File: src/rtl/reset_sequencer.sv
// Reset sequencer: power-on reset, debounced board button and soft-reset
// request from the core, releasing N active-low domain resets in order
// (domain 0 first) and recording the cause of the most recent reset.
//
// state      | meaning
// -----------+--------------------------------------------------------------
// ST_POR     | power-on count running, all domains held in reset
// ST_ASSERT  | all domains held in reset for at least SOFT_HOLD cycles and
//            | for as long as the debounced button stays pressed
// ST_RELEASE | domains released one by one, STAGE_GAP cycles apart
// ST_RUN     | every domain released, ready_o high
module reset_sequencer #(
  parameter int POR_BITS      = 12,
  parameter int DEBOUNCE_BITS = 16,
  parameter int N_DOMAINS     = 2,
  parameter int STAGE_GAP     = 16,
  parameter int SOFT_HOLD     = 8
) (
  input  logic                 clk,
  input  logic                 rst_i,
  input  logic                 btn_i,
  input  logic                 soft_rst_i,
  output logic [N_DOMAINS-1:0] rst_n_o,
  output logic                 ready_o,
  output logic [2:0]           cause_o
);

  localparam int SW = $clog2(STAGE_GAP + 1);
  localparam int HW = $clog2(SOFT_HOLD + 1);
  localparam int IW = $clog2(N_DOMAINS + 1);

  localparam logic [1:0] ST_POR     = 2'd0;
  localparam logic [1:0] ST_ASSERT  = 2'd1;
  localparam logic [1:0] ST_RELEASE = 2'd2;
  localparam logic [1:0] ST_RUN     = 2'd3;

  localparam logic [POR_BITS-1:0]      POR_DONE  = '1;
  // btn_db is loaded on the edge that would take the counter to all-ones,
  // so the debounced value trails btn_s by 2^DEBOUNCE_BITS-1 edges.
  localparam logic [DEBOUNCE_BITS-1:0] DB_LAST   = {{(DEBOUNCE_BITS-1){1'b1}}, 1'b0};
  localparam logic [SW-1:0]            GAP_LAST  = SW'(STAGE_GAP - 1);
  localparam logic [HW-1:0]            HOLD_DONE = HW'(SOFT_HOLD);
  localparam logic [IW-1:0]            DOM_ALL   = IW'(N_DOMAINS);
  localparam logic [IW-1:0]            DOM_FIRST = IW'(1);
  localparam logic [N_DOMAINS-1:0]     DOM_ONE   = N_DOMAINS'(1);

  logic                     btn_sync1;
  logic                     btn_s;
  logic                     btn_db;
  logic [DEBOUNCE_BITS-1:0] db_cnt;

  logic [1:0]               state;
  logic [POR_BITS-1:0]      por_cnt;
  logic [SW-1:0]            stage_cnt;
  logic [HW-1:0]            hold_cnt;
  logic [IW-1:0]            dom_idx;
  logic [N_DOMAINS-1:0]     rst_n_q;
  logic                     ready_q;
  logic [2:0]               cause_q;

  logic                     req;

  assign req     = btn_db | soft_rst_i;
  assign rst_n_o = rst_n_q;
  assign ready_o = ready_q;
  assign cause_o = cause_q;

  // Two-flop synchroniser for the asynchronous board button.
  always_ff @(posedge clk) begin
    if (rst_i) begin
      btn_sync1 <= 1'b0;
      btn_s     <= 1'b0;
    end else begin
      btn_sync1 <= btn_i;
      btn_s     <= btn_sync1;
    end
  end

  // Debounce: btn_db only follows btn_s after it has been stable long enough.
  always_ff @(posedge clk) begin
    if (rst_i) begin
      db_cnt <= '0;
      btn_db <= 1'b0;
    end else if (btn_s == btn_db) begin
      db_cnt <= '0;
    end else if (db_cnt == DB_LAST) begin
      btn_db <= btn_s;
      db_cnt <= '0;
    end else begin
      db_cnt <= db_cnt + 1'b1;
    end
  end

  // Sequencing FSM; all outputs are registered here.
  always_ff @(posedge clk) begin
    if (rst_i) begin
      state     <= ST_POR;
      por_cnt   <= '0;
      stage_cnt <= '0;
      hold_cnt  <= '0;
      dom_idx   <= '0;
      rst_n_q   <= '0;
      ready_q   <= 1'b0;
      cause_q   <= 3'b000;
    end else begin
      case (state)
        ST_POR: begin
          if (por_cnt == POR_DONE) begin
            cause_q <= {1'b0, btn_db, 1'b1};
            if (btn_db) begin
              state    <= ST_ASSERT;
              hold_cnt <= '0;
            end else begin
              state     <= ST_RELEASE;
              rst_n_q   <= DOM_ONE;
              dom_idx   <= DOM_FIRST;
              stage_cnt <= '0;
            end
          end else begin
            por_cnt <= por_cnt + 1'b1;
          end
        end

        ST_ASSERT: begin
          // soft_rst_i is deliberately not looked at while holding.
          if (hold_cnt != HOLD_DONE) begin
            hold_cnt <= hold_cnt + 1'b1;
          end else if (!btn_db) begin
            state     <= ST_RELEASE;
            rst_n_q   <= DOM_ONE;
            dom_idx   <= DOM_FIRST;
            stage_cnt <= '0;
          end
        end

        ST_RELEASE: begin
          if (req) begin
            state    <= ST_ASSERT;
            rst_n_q  <= '0;
            ready_q  <= 1'b0;
            hold_cnt <= '0;
            cause_q  <= {soft_rst_i, btn_db, 1'b0};
          end else if (stage_cnt == GAP_LAST) begin
            stage_cnt <= '0;
            if (dom_idx == DOM_ALL) begin
              state   <= ST_RUN;
              ready_q <= 1'b1;
            end else begin
              // Release order is fixed, so the released set is a thermometer.
              rst_n_q <= (rst_n_q << 1) | DOM_ONE;
              dom_idx <= dom_idx + 1'b1;
            end
          end else begin
            stage_cnt <= stage_cnt + 1'b1;
          end
        end

        ST_RUN: begin
          if (req) begin
            state    <= ST_ASSERT;
            rst_n_q  <= '0;
            ready_q  <= 1'b0;
            hold_cnt <= '0;
            cause_q  <= {soft_rst_i, btn_db, 1'b0};
          end
        end

        default: begin
          state <= ST_POR;
        end
      endcase
    end
  end

endmodule

File: config.mk
export PLATFORM = sky130hd
export DESIGN_NAME = reset_sequencer
export DESIGN_NICKNAME = d
export VERILOG_FILES = /design/src/rtl/reset_sequencer.sv
export SDC_FILE = /design/constraint.sdc
export NUM_CORES = 1
export LEC_CHECK = 0
export BUFFER_PORTS_ARGS = -buffer_cell sky130_fd_sc_hd__buf_2
export CORE_ASPECT_RATIO = 1.2
export CORE_MARGIN = 2
export CORE_UTILIZATION = 45
export DETAILED_ROUTE_END_ITERATION = 6
export GPL_TIMING_DRIVEN = 0
export PLACE_DENSITY = 0.61
export SYNTH_ARGS = -nofsm -noshare
export SYNTH_HDL_FRONTEND = slang
export SYNTH_SLANG_ARGS = --single-unit
File: constraint.sdc
create_clock -name clk -period 2.3 [get_ports clk]
set_clock_uncertainty 0.15 [all_clocks]
set_input_delay 0.115 -clock clk [delete_from_list [all_inputs] [get_ports clk]]
set_output_delay 0.115 -clock clk [all_outputs]
set_load 0.01 [all_outputs]
# --- Word level (Yosys, flattened, before mapping) ---
# Cells that the tools add are included.
op_classes:
  add_sub_neg: 5
  n_mul: 0
  div_mod_pow: 0
  order_cmp: 0
  eq_ne: 22
  shifts: 0
  muxes: 43
  bitwise_logic: 3
  reduce_logical: 15
op_table:
  columns: ["operator", "n"]
  rows:
  - ["2-bit two-way mux", 21]
  - ["5-bit two-way mux", 5]
  - ["2-bit inequality test, second input constant", 9]
  - ["16-bit by 1-bit adder with 16-bit output, second input constant", 1]
  - ["16-bit == test, second input constant", 1]
  - ["4-bit two-way mux", 4]
  - ["2-bit one-hot mux with 4 select lines", 2]
  - ["5-bit one-hot mux with 3 select lines", 1]
  - ["12-bit by 1-bit adder with 12-bit output, second input constant", 1]
  - ["12-bit == test, second input constant", 1]
  - ["4-bit one-hot mux with 3 select lines", 1]
  - ["4-bit AND reduction", 3]
  - ["6-bit AND reduction", 2]
  - ["3-bit inequality test, second input constant", 3]
  - ["2-bit == test, second input constant", 3]
  - ["3-bit two-way mux", 2]
  - ["2-bit one-hot mux with 3 select lines", 1]
  - ["3-bit one-hot mux with 2 select lines", 1]
  - ["5-bit by 1-bit adder with 5-bit output, second input constant", 1]
  - ["5-bit by 4-bit == test with 1-bit output, second input constant", 1]
  - ["5-bit AND reduction", 1]
  - ["4-bit by 1-bit adder with 4-bit output, second input constant", 1]
  - ["1-bit two-way mux", 4]
  - ["4-bit inequality test, second input constant", 1]
  - ["14 further kinds", 17]
totals:
  regBits: 50
  latchBits: 0
  mem_bits_rw: 0
  rom_bits: 0
  input_bits: 4
  wordCells: 100
  n_memories: 0

# --- Longest topological paths before layout ---
# Gate-level depths: netlist of the first run.
logic_depth:
  word_depth: 5
  mapped_depth: 8
  depth_no_buf: 7

# --- Worst setup path after synthesis of the first run ---
# OpenSTA, ideal clock, no wires.
synth_path:
  path_kind: "reg-to-reg"
  start: "reg por_cnt[0]"
  end: "reg rst_n_q[1] (netlist: rst_n_o[1])"
  setup_time_ns: 0.072
  arrival_time_ns: 1.806
  required_ns: 2.078
  slack_ns: 0.273
  path_stages_with_launch: 7
  n_path_buf: 0
  synth_period_minus_slack_ns: 2.027
  cell_sequence: "dfxtp_1 -> ha_1 -> nand4_1 -> or3_4 -> o31ai_4 -> o211a_1 -> mux2i_1"
synth_via:
  elab_chain_cells: 3
synth_rtl:
  columns: ["element", "line", "text"]
  rows:
  - ["from (decl)", "53", "logic [POR_BITS-1:0] por_cnt;"]
  - ["from (signal assigned)", "120", "por_cnt <= por_cnt + 1'b1;"]
  - ["12-bit == test", "108", "if (por_cnt == POR_DONE) begin"]
  - ["2-bit inequality test (no source line)", null, null]
  - ["5-bit AND reduction (no source line)", null, null]
  - ["to (signal assigned)", "150", "rst_n_q <= (rst_n_q << 1) | DOM_ONE;"]
  - ["to (decl)", "57", "logic [N_DOMAINS-1:0] rst_n_q;"]
# Every way passes these cells.
# A chain may end at the register's enable or synchronous reset.

# --- Worst setup path after layout of the first run ---
# Ends and elaborated chain as after synthesis.

==> run_results.csv, run 1 <==
group,metric,value,unit
sta,tightest_slew,0.772,ns
yosys,synth_ff_type,"dfxtp_1",
yosys,synth-async-reset-ratio,0,
floorplanning,initial_core_util,0.459,
yosys,synth_area_leaders,"dfxtp_1 42%, nor2_1 6.9%, xor2_1 5.8%",
floorplanning,die_y,83.9,um
floorplanning,rows,29,
yosys,synth-edff-count,0,
yosys,synth_compound_area_frac,0.138,
global_route,grt_pass1_vias,1811,
critical_path,worstSetupEndpointType,"register",
placement,placed_area,0.00252,sq mm
sta,rsz0062_at_grt,"no",
global_route,grt-ovfl-total,0,
finish,area_delta_synth_final,11.6,%
yosys,synth_top_area_cell,"dfxtp_1",
yosys,avgSynthCellArea,8.84,sq um
yosys,yosys.area_share.simple,0.268,
pwr,p_sw,0.332,mW
yosys,seq_area_frac_synth,0.418,
placement,routabilityCongestion,0.746,
placement,dp_slack,-0.0191,ns
yosys,synth_xor_area_frac,0.0804,
detailed_routing,drtIter0Drc,36,
finish,fin_area,0.00268,sq mm
yosys,yosys_warnings,0,
yosys,yosysTopAreaCellShare,0.418,
global_route,track_usage,0.164,
detailed_routing,totalWireLength,4610,um
sta,setup_viol,0,
yosys,synth.distinct_cells,50,
detailed_routing,firstDrtPassIters,4,
detailed_routing,wl_per_cell,13.0,um
sta,drv_slew,0,
yosys,synth_top_family_by_area,"simple AND/OR/NAND/NOR gates",
cts,clock_sinks,50,
cts,ctsHtreeMaxLevel,2,
job,max_cap_viol_count,0,
cts,cts_root_buf,"clkbuf_8",
placement,dp_hpwl,3330,um
pwr,vdd_drop_max,0.339,mV
detailed_routing,viasPerCell,5.35,
detailed_routing,post-route-drc-count,0,
global_route,antenna_found_initial,0,
yosys,synthAdderAreaFrac,0.0366,
pwr,sw_frac_of_total,0.216,
cts,cts_buffer_depth,2,
sta,fmax,461,MHz
pwr,seq_power_share,0.571,
worst_hold_path,hold_class,"input port to register",
finish,nNetsFinal,303,
critical_path,critPathKind,"register to register",
critical_path,critPathLaunchType,"register",
floorplanning,core-area,0.00523,sq mm
sta,period_share,0.943,
floorplanning,die_width,70.6,um
detailed_routing,num_vias,1899,
worst_hold_path,holdPathStages,3,
yosys,syn_inst,271,
cts,tritoncts,"done",
sta,relSlewSlack,0.479,
critical_path,ff2ff_path_depth,6,
yosys,muxShareOfSynthArea,0.0251,
critical_path,cp.arrival,2.27,ns
floorplanning,fp.dieArea,0.00593,sq mm
run_status,status,"finished clean",
sta,hold_violations,0,
finish,antennaDiodeCount,0,
sta,fin_ws,0.131,ns
cts,clk_latency,0.31,ns
cts,path_clk_slew,0.09,ns
sta,fin_crit,2.17,ns
floorplanning,ioPinCount,10,
yosys,mappedNetlistNets,282,
finish,drive_gt1_frac,0.130,
cts,cts_made_buffers,5,
global_route,grt_pass1_wl,7890,um
detailed_routing,postRouteAntennaNets,0,
pwr,internal-power,1.21,mW
critical_path,critPathRequiredTime,2.40,ns
placement,port-buffer-count,9,
pwr,static-leakage-power,1.03,nW
pwr,comb_power_share,0.026,
global_route,grt_max_degree,16,
yosys,netlist_area,0.00240,sq mm
yosys,synth-seq-cells,50,
pwr,powerDensity,576,mW/mm^2
pwr,clkPwrFrac,0.404,
critical_path,critPathMaxFanout,6,
==> critical path, cell delays in order, from the launching register on <==
cell and delay [ns]:
dfxtp_2 0.37, ha_2 0.22, nand4_1 0.17, or3_4 0.40
o31ai_4 0.37, o211a_1 0.24, mux2i_1 0.18
==> power by group through the flow <==
stage          clock (mW)  combinational, mW  sequential [mW]
3_5_place_dp            0             0.0369            0.898
4_1_cts             0.643             0.0396            0.878
5_1_grt             0.671             0.0449            0.881
3_3_place_gp            0             0.0367            0.898
6_report            0.622             0.0395            0.879
2_1_floorplan           0             0.0240            0.897
==> cell usage in the layout (no fill, tap or decap), types with 2 or more instances in the layout <==
| master | netlist | routed |
|---|---|---|
| a21o_1 | 2 | 2 |
| a21oi_1 | 12 | 12 |
| a22oi_1 | 2 | 2 |
| and2_1 | 2 | 2 |
| and3_1 | 4 | 4 |
| buf_2 | 3 | 12 |
| buf_4 | 0 | 3 |
| clkbuf_1 | 5 | 5 |
| clkbuf_8 | 0 | 5 |
| clkinv_2 | 0 | 2 |
| dfxtp_1 | 50 | 48 |
| dfxtp_2 | 0 | 2 |
| dlygate4sd3_1 | 0 | 2 |
| ha_1 | 7 | 6 |
| inv_1 | 13 | 13 |
| mux2i_1 | 6 | 6 |
| nand2_1 | 19 | 19 |
| nand2b_1 | 2 | 2 |
| nand3_1 | 12 | 12 |
| nand4_1 | 11 | 11 |
| nor2_1 | 44 | 44 |
| nor2b_1 | 4 | 4 |
| nor3_1 | 8 | 8 |
| o211a_1 | 2 | 2 |
| o211ai_1 | 2 | 2 |
| o21ai_0 | 10 | 10 |
| or3_1 | 3 | 3 |
| xnor2_1 | 6 | 6 |
| xor2_1 | 16 | 16 |
==> final timing paths <==
path	startpoint	endpoint	slack, ns
hold / removal	rst_i	db_cnt[15]$_SDFF_PP0_	0.03
setup / recovery	por_cnt[0]$_SDFFE_PP0P_	rst_n_o[1]$_SDFFE_PP0P_	0.13
setup reg to reg	por_cnt[0]$_SDFFE_PP0P_	rst_n_o[1]$_SDFFE_PP0P_	0.13
hold reg to reg	btn_sync1$_SDFF_PP0_	btn_s$_SDFF_PP0_	0.30
==> logic make-up (layout without fill, tap and decap cells) <==
group                    after synthesis  count (layout)
AO/OA/AOI/OAI                         44              44
XOR/XNOR                              22              22
multiplexers                           6               6
AND/OR/NAND/NOR                      121             121
adder cells (fa/ha/maj)                7               7
flip-flops                            50              50
buffers and inverters                 21              43
==> cell type report <==
class	count	area [sq um]
Timing Repair Buffer	14	87.6
Fill cell	514	2550
Clock buffer	5	68.8
Buffer	8	33.8
Clock inverter	3	40.0
Sequential cell	50	1000
Multi-Input combinational cell	200	1320
Inverter	13	48.8
Tap cell	62	77.6
==> state kept, by name, summed over array words and instances (netlist names) <==
register and count:
state 2, rst_n_o 2, ready_o 1, hold_cnt 4, dom_idx 2, stage_cnt 5
btn_db 1, btn_s 1, por_cnt 12, btn_sync1 1, cause_o 3, db_cnt 16
==> per-layer routing <==
metal | global-route usage | share of wire
met5 | 0 | 0
met4 | 0.0600 | 0.016
met3 | 0.0399 | 0.023
met2 | 0.299 | 0.50
met1 | 0.181 | 0.46
==> Yosys cell counts (all sizes together) (2+ instances only) <==
library cell,number
mux2i,6
o21ai,10
xor2,16
a21oi,12
and3,4
a22oi,2
a211oi,2
o31ai,2
ha,7
o211ai,2
a21o,2
o211a,2
and2,2
inv,13
nand3,13
or3,4
clkbuf,5
nor3,8
nand2,19
xnor2,6
nand2b,2
nor2,44
dfxtp,50
nor2b,4
nand4,12
buf,3
==> through the flow <==
step                      power [mW]   util  hold WS [ns]  cells  TNS [ns]
after detailed placement       0.935  0.482         0.193    342   -0.0293
after floorplan                0.921      -        0.0932    271         0
after global placement         0.935  0.482         0.191    342  -0.00954
after CTS                       1.56  0.510        0.0358    354         0
after global routing            1.60  0.512        0.0507    355         0
final                           1.54  0.512        0.0347    355         0
==> repair_timing <==
action,in CTS,in global routing
endpoints found under the hold margin,2,0
buffers inserted,2,1
hold buffers,2,0
pin swaps,1,1
setup endpoints to repair,2,5
gates resized for setup,0,3
(Power assumes the default switching activity.)
==> run 2: changes to the inputs <==
- CTS_CLUSTER_DIAMETER: not set -> 40
- clock period: 2.3 -> 2.66 ns (I/O delays scaled with it)
==> run_results.csv, run 2 (synthesized netlist as in run 1, its figures left out) <==
group,metric,value,unit
detailed_routing,totalWireLength,4570,um
placement,routabilityCongestion,0.746,
floorplanning,core-area,0.00523,sq mm
critical_path,critPathLaunchType,"register",
worst_hold_path,hold_class,"input port to register",
sta,period_share,0.880,
critical_path,worst_r2r_endpoint,"rst_n_o[1]$_SDFFE_PP0P_",
detailed_routing,postRouteAntennaNets,0,
critical_path,critPathKind,"register to register",
sta,drv_slew,0,
sta,setup_viol,0,
cts,cts_root_buf,"clkbuf_8",
floorplanning,fp.dieArea,0.00593,sq mm
finish,largest_register_ffs,16,
floorplanning,die_y,83.9,um
sta,fin_crit,2.34,ns
critical_path,worstReg2RegStart,"por_cnt[0]$_SDFFE_PP0P_",
placement,dp_hpwl,3330,um
detailed_routing,post-route-drc-count,0,
global_route,antenna_found_initial,0,
critical_path,critPathRequiredTime,2.76,ns
critical_path,r2r_slack,0.32,ns
run_status,status,"finished clean",
sta,setup-tns-final,0,ns
finish,drive_gt1_frac,0.110,
finish,area_delta_synth_final,10.5,%
global_route,track_usage,0.163,
finish,antennaDiodeCount,0,
floorplanning,rows,29,
cts,clk_latency,0.31,ns
finish,utilization,0.507,
sta,tightest_slew,0.742,ns
detailed_routing,drtIter0Drc,38,
finish,largestRegisters,"db_cnt: 16 flops, por_cnt: 12 flops, stage_cnt: 5 flops",
cts,cts_resized,0,
floorplanning,initial_core_util,0.459,
floorplanning,die_width,70.6,um
cts,tritoncts,"done",
pwr,vdd_drop_max,0.326,mV
cts,clock_sinks,50,
sta,relSlewSlack,0.499,
placement,port-buffer-count,9,
global_route,grt-ovfl-total,0,
sta,rsz0062_at_grt,"no",
finish,final_common_cell,"dfxtp_1",
detailed_routing,wl_per_cell,13.0,um
sta,fmax,427,MHz
critical_path,cp.arrival,2.44,ns
detailed_routing,num_vias,1913,
critical_path,ff2ff_path_depth,6,
cts,path_clk_slew,0.10,ns
pwr,p_total,1.33,mW
cts,ctsHtreeMaxLevel,2,
pwr,static-leakage-power,1.02,nW
finish,nNetsFinal,300,
finish,fillers,519,
cts,cts_made_buffers,5,
finish,regMostFlops,"db_cnt",
finish,final_cell_mix,"50 x dfxtp_1, 44 x nor2_1, 19 x nand2_1, 16 x xor2_1, 13 x inv_1",
detailed_routing,firstDrtPassIters,4,
critical_path,worstSetupEndpointType,"register",
detailed_routing,viasPerCell,5.43,
floorplanning,ioPinCount,10,
sta,hold_violations,0,
pwr,powerDensity,503,mW/mm^2
job,max_cap_viol_count,0,
global_route,grt_pass1_vias,1799,
worst_hold_path,whs_endpoint,"db_cnt[15]$_SDFF_PP0_",
global_route,grt_pass1_wl,7840,um
cts,cts_buffer_depth,2,
worst_hold_path,holdPathStages,3,
worst_hold_path,min_from,"rst_i",
critical_path,critPathMaxFanout,7,
global_route,grt_max_degree,16,
run 2: final cells by class:
class	count	area [sq um]	share of cell area
Timing Repair Buffer	11	65.1	0.0246
Inverter	13	48.8	0.0184
Clock buffer	5	68.8	0.0260
Multi-Input combinational cell	200	1310	0.496
Clock inverter	3	40.0	0.0151
Buffer	8	33.8	0.0128
Sequential cell	50	1000	0.378
Tap cell	62	77.6	0.0293
run 2: worst max-delay path by stage:
stage	start	endpoint	slack, ns	cells after the start
detailed placement	por_cnt[0]$_SDFFE_PP0P_	dom_idx[0]$_SDFFE_PP0P_	0.34	6
global route	por_cnt[0]$_SDFFE_PP0P_	por_cnt[8]$_SDFFE_PP0P_	0.17	6
global placement	por_cnt[0]$_SDFFE_PP0P_	rst_n_o[1]$_SDFFE_PP0P_	0.35	6
floorplan	por_cnt[0]$_SDFFE_PP0P_	rst_n_o[1]$_SDFFE_PP0P_	0.63	6
finish	por_cnt[0]$_SDFFE_PP0P_	rst_n_o[1]$_SDFFE_PP0P_	0.32	6
CTS	por_cnt[0]$_SDFFE_PP0P_	rst_n_o[1]$_SDFFE_PP0P_	0.31	6
run 2: metal layers:
metal | part of all wire | GRT usage
met1 | 0.45 | 0.180
met2 | 0.50 | 0.298
met3 | 0.032 | 0.0399
met4 | 0.019 | 0.0600
met5 | 0 | 0
run 2: worst max-delay path: stages, from the launching register on:
cell     delay, ns
dfxtp_1       0.40
ha_1          0.25
nand4_1       0.28
or3_4         0.44
o31ai_4       0.33
o211a_1       0.24
mux2i_1       0.18
run 2: power breakdown:
part	leakage (nW)	switching [mW]	internal [mW]
registers	0.404	0.00565	0.754
logic	0.555	0.0213	0.0124
clock network	0.0579	0.261	0.277
total	1.02	0.288	1.04
run 2: stage by stage:
| step | instance area, sq um | setup slack (ns) | instances | hold WS (ns) |
|---|---|---|---|---|
| 2_1_floorplan | 2400 | 0.633 | 271 | 0.111 |
| 3_3_place_gp | 2520 | 0.350 | 342 | 0.209 |
| 3_5_place_dp | 2520 | 0.341 | 342 | 0.211 |
| 4_1_cts | 2650 | 0.308 | 352 | 0.0538 |
| 5_1_grt | 2650 | 0.171 | 352 | 0.0687 |
| 6_report | 2650 | 0.319 | 352 | 0.0526 |
run 2: timing repair:
item	CTS	global route
hold buffers	2	0
setup buffers	0	0
hold endpoints to repair	2	0
==> run 3: changes to the inputs <==
- RECOVER_POWER: not set -> 25
==> run_results.csv, run 3 (synthesized netlist as in run 1, its figures left out) <==
group,metric,value,unit
floorplanning,die_y,83.9,um
finish,final_cells,352,
pwr,internal-power,1.04,mW
global_route,grt_pass1_vias,1799,
placement,port-buffer-count,9,
pwr,seq_power_share,0.571,
finish,utilization,0.499,
critical_path,critPathRequiredTime,2.76,ns
critical_path,critPathKind,"register to register",
cts,path_clk_slew,0.09,ns
floorplanning,rows,29,
pwr,p_total,1.33,mW
placement,dp_slack,0.341,ns
pwr,clkPwrFrac,0.404,
floorplanning,core-area,0.00523,sq mm
finish,area_delta_synth_final,8.83,%
critical_path,worst_path_max_delay_cell,"or3_4",
detailed_routing,post-route-drc-count,0,
sta,rsz0062_at_grt,"no",
cts,cts_resized,0,
placement,dp.cells,342,
detailed_routing,num_vias,1894,
finish,fillers,527,
finish,largestRegisters,"db_cnt: 16 flops, por_cnt: 12 flops, stage_cnt: 5 flops",
cts,ctsHtreeMaxLevel,2,
placement,placed_area,0.00252,sq mm
critical_path,cp.arrival,2.44,ns
critical_path,critPathLaunchType,"register",
global_route,grt_max_degree,16,
finish,multi_input_comb_area,0.00128,sq mm
critical_path,critPathMaxFanout,7,
critical_path,crit_chain,"ha_1 > nand4_1 > or3_4 > o31ai_4 > o211a_1 > mux2i_1",
cts,clk_latency,0.31,ns
sta,setup-tns-final,0,ns
pwr,sw_frac_of_total,0.216,
run_status,status,"finished clean",
global_route,antenna_found_initial,0,
detailed_routing,totalWireLength,4570,um
cts,tritoncts,"done",
worst_hold_path,hold_class,"input port to register",
pwr,static-leakage-power,0.952,nW
pwr,comb_power_share,0.025,
critical_path,slowest_delay,0.44,ns
detailed_routing,viasPerCell,5.38,
sta,fin_crit,2.35,ns
finish,nNetsFinal,300,
cts,clock_sinks,50,
pwr,p_sw,0.288,mW
detailed_routing,wl_per_cell,13.0,um
cts,cts_buffer_depth,2,
cts,cts_made_buffers,5,
finish,drive_gt1_frac,0.0724,
global_route,track_usage,0.163,
sta,setup_viol,0,
detailed_routing,drtIter0Drc,40,
pwr,powerDensity,510,mW/mm^2
detailed_routing,firstDrtPassIters,4,
critical_path,worstReg2RegStart,"por_cnt[0]$_SDFFE_PP0P_",
sta,drv_slew,0,
detailed_routing,postRouteAntennaNets,0,
sta,period_share,0.882,
finish,regArea,0.00100,sq mm
placement,dp_hpwl,3330,um
finish,final_common_cell,"dfxtp_1",
critical_path,crit_start,"por_cnt[0]$_SDFFE_PP0P_",
sta,fmax,426,MHz
critical_path,worstSetupEndpointType,"register",
sta,tightest_slew,0.787,ns
worst_hold_path,min_from,"rst_i",
finish,regMostFlops,"db_cnt",
sta,hold_violations,0,
floorplanning,initial_core_util,0.459,
finish,final_cell_mix,"50 x dfxtp_1, 44 x nor2_1, 19 x nand2_1, 16 x xor2_1",
global_route,grt-ovfl-total,0,
sta,fin_ws,0.314,ns
cts,cts_setup_buffers,0,
floorplanning,fp.dieArea,0.00593,sq mm
sta,whs,0.170,ns
sta,relSlewSlack,0.469,
global_route,grt_pass1_wl,7840,um
pwr,vdd_drop_max,0.326,mV
placement,routabilityCongestion,0.746,
cts,cts_root_buf,"clkbuf_8",
finish,fin_area,0.00261,sq mm
finish,antennaDiodeCount,0,
job,max_cap_viol_count,0,
finish,largest_register_ffs,16,
floorplanning,die_width,70.6,um
floorplanning,ioPinCount,10,
-- run 3: path summary, 6_finish.rpt --
| path | end | slack [ns] | cells past startpoint |
|---|---|---|---|
| max reg2reg | rst_n_o[1]$_SDFFE_PP0P_ | 0.31 | 6 |
| max | rst_n_o[1]$_SDFFE_PP0P_ | 0.31 | 6 |
| min | db_cnt[15]$_SDFF_PP0_ | 0.17 | 3 |
| min reg2reg | btn_s$_SDFF_PP0_ | 0.30 | 1 |
-- run 3: worst max-delay path: cells and delay by family (launching register included) --
| kind | cells | cell delay (ns) |
|---|---|---|
| fa+ha+maj | 1 | 0.25 |
| flops | 1 | 0.40 |
| compound gates | 2 | 0.57 |
| simple gates | 2 | 0.72 |
| mux | 1 | 0.18 |
-- run 3: final cells by class --
class	instances	share of cell area
timing repair buffer	11	0.0216
clock buffer	5	0.0264
buffer	8	0.0125
sequential	50	0.384
clock inverter	3	0.0154
multi-input combinational	200	0.492
tap	62	0.0298
inverter	13	0.0187
-- run 3: repair_timing --
action,4_1_cts,5_1_grt
setup endpoints to repair,0,0
hold endpoints to repair,2,0
hold buffers,2,0
-- run 3: layer usage --
metal,global-route usage,vias to the layer above,wire [um]
li1,-,980,-
met1,0.180,887,2090
met2,0.298,19,2280
met3,0.0399,8,109
met4,0.0600,0,89
met5,0,-,0
-- run 3: power groups by stage --
stage | clock network [mW] | logic, mW | registers [mW]
final | 0.538 | 0.0334 | 0.759
after global routing | 0.580 | 0.0381 | 0.761
after CTS | 0.556 | 0.0342 | 0.759
after detailed placement | 0 | 0.0319 | 0.777
after global placement | 0 | 0.0318 | 0.777
after floorplan | 0 | 0.0208 | 0.775
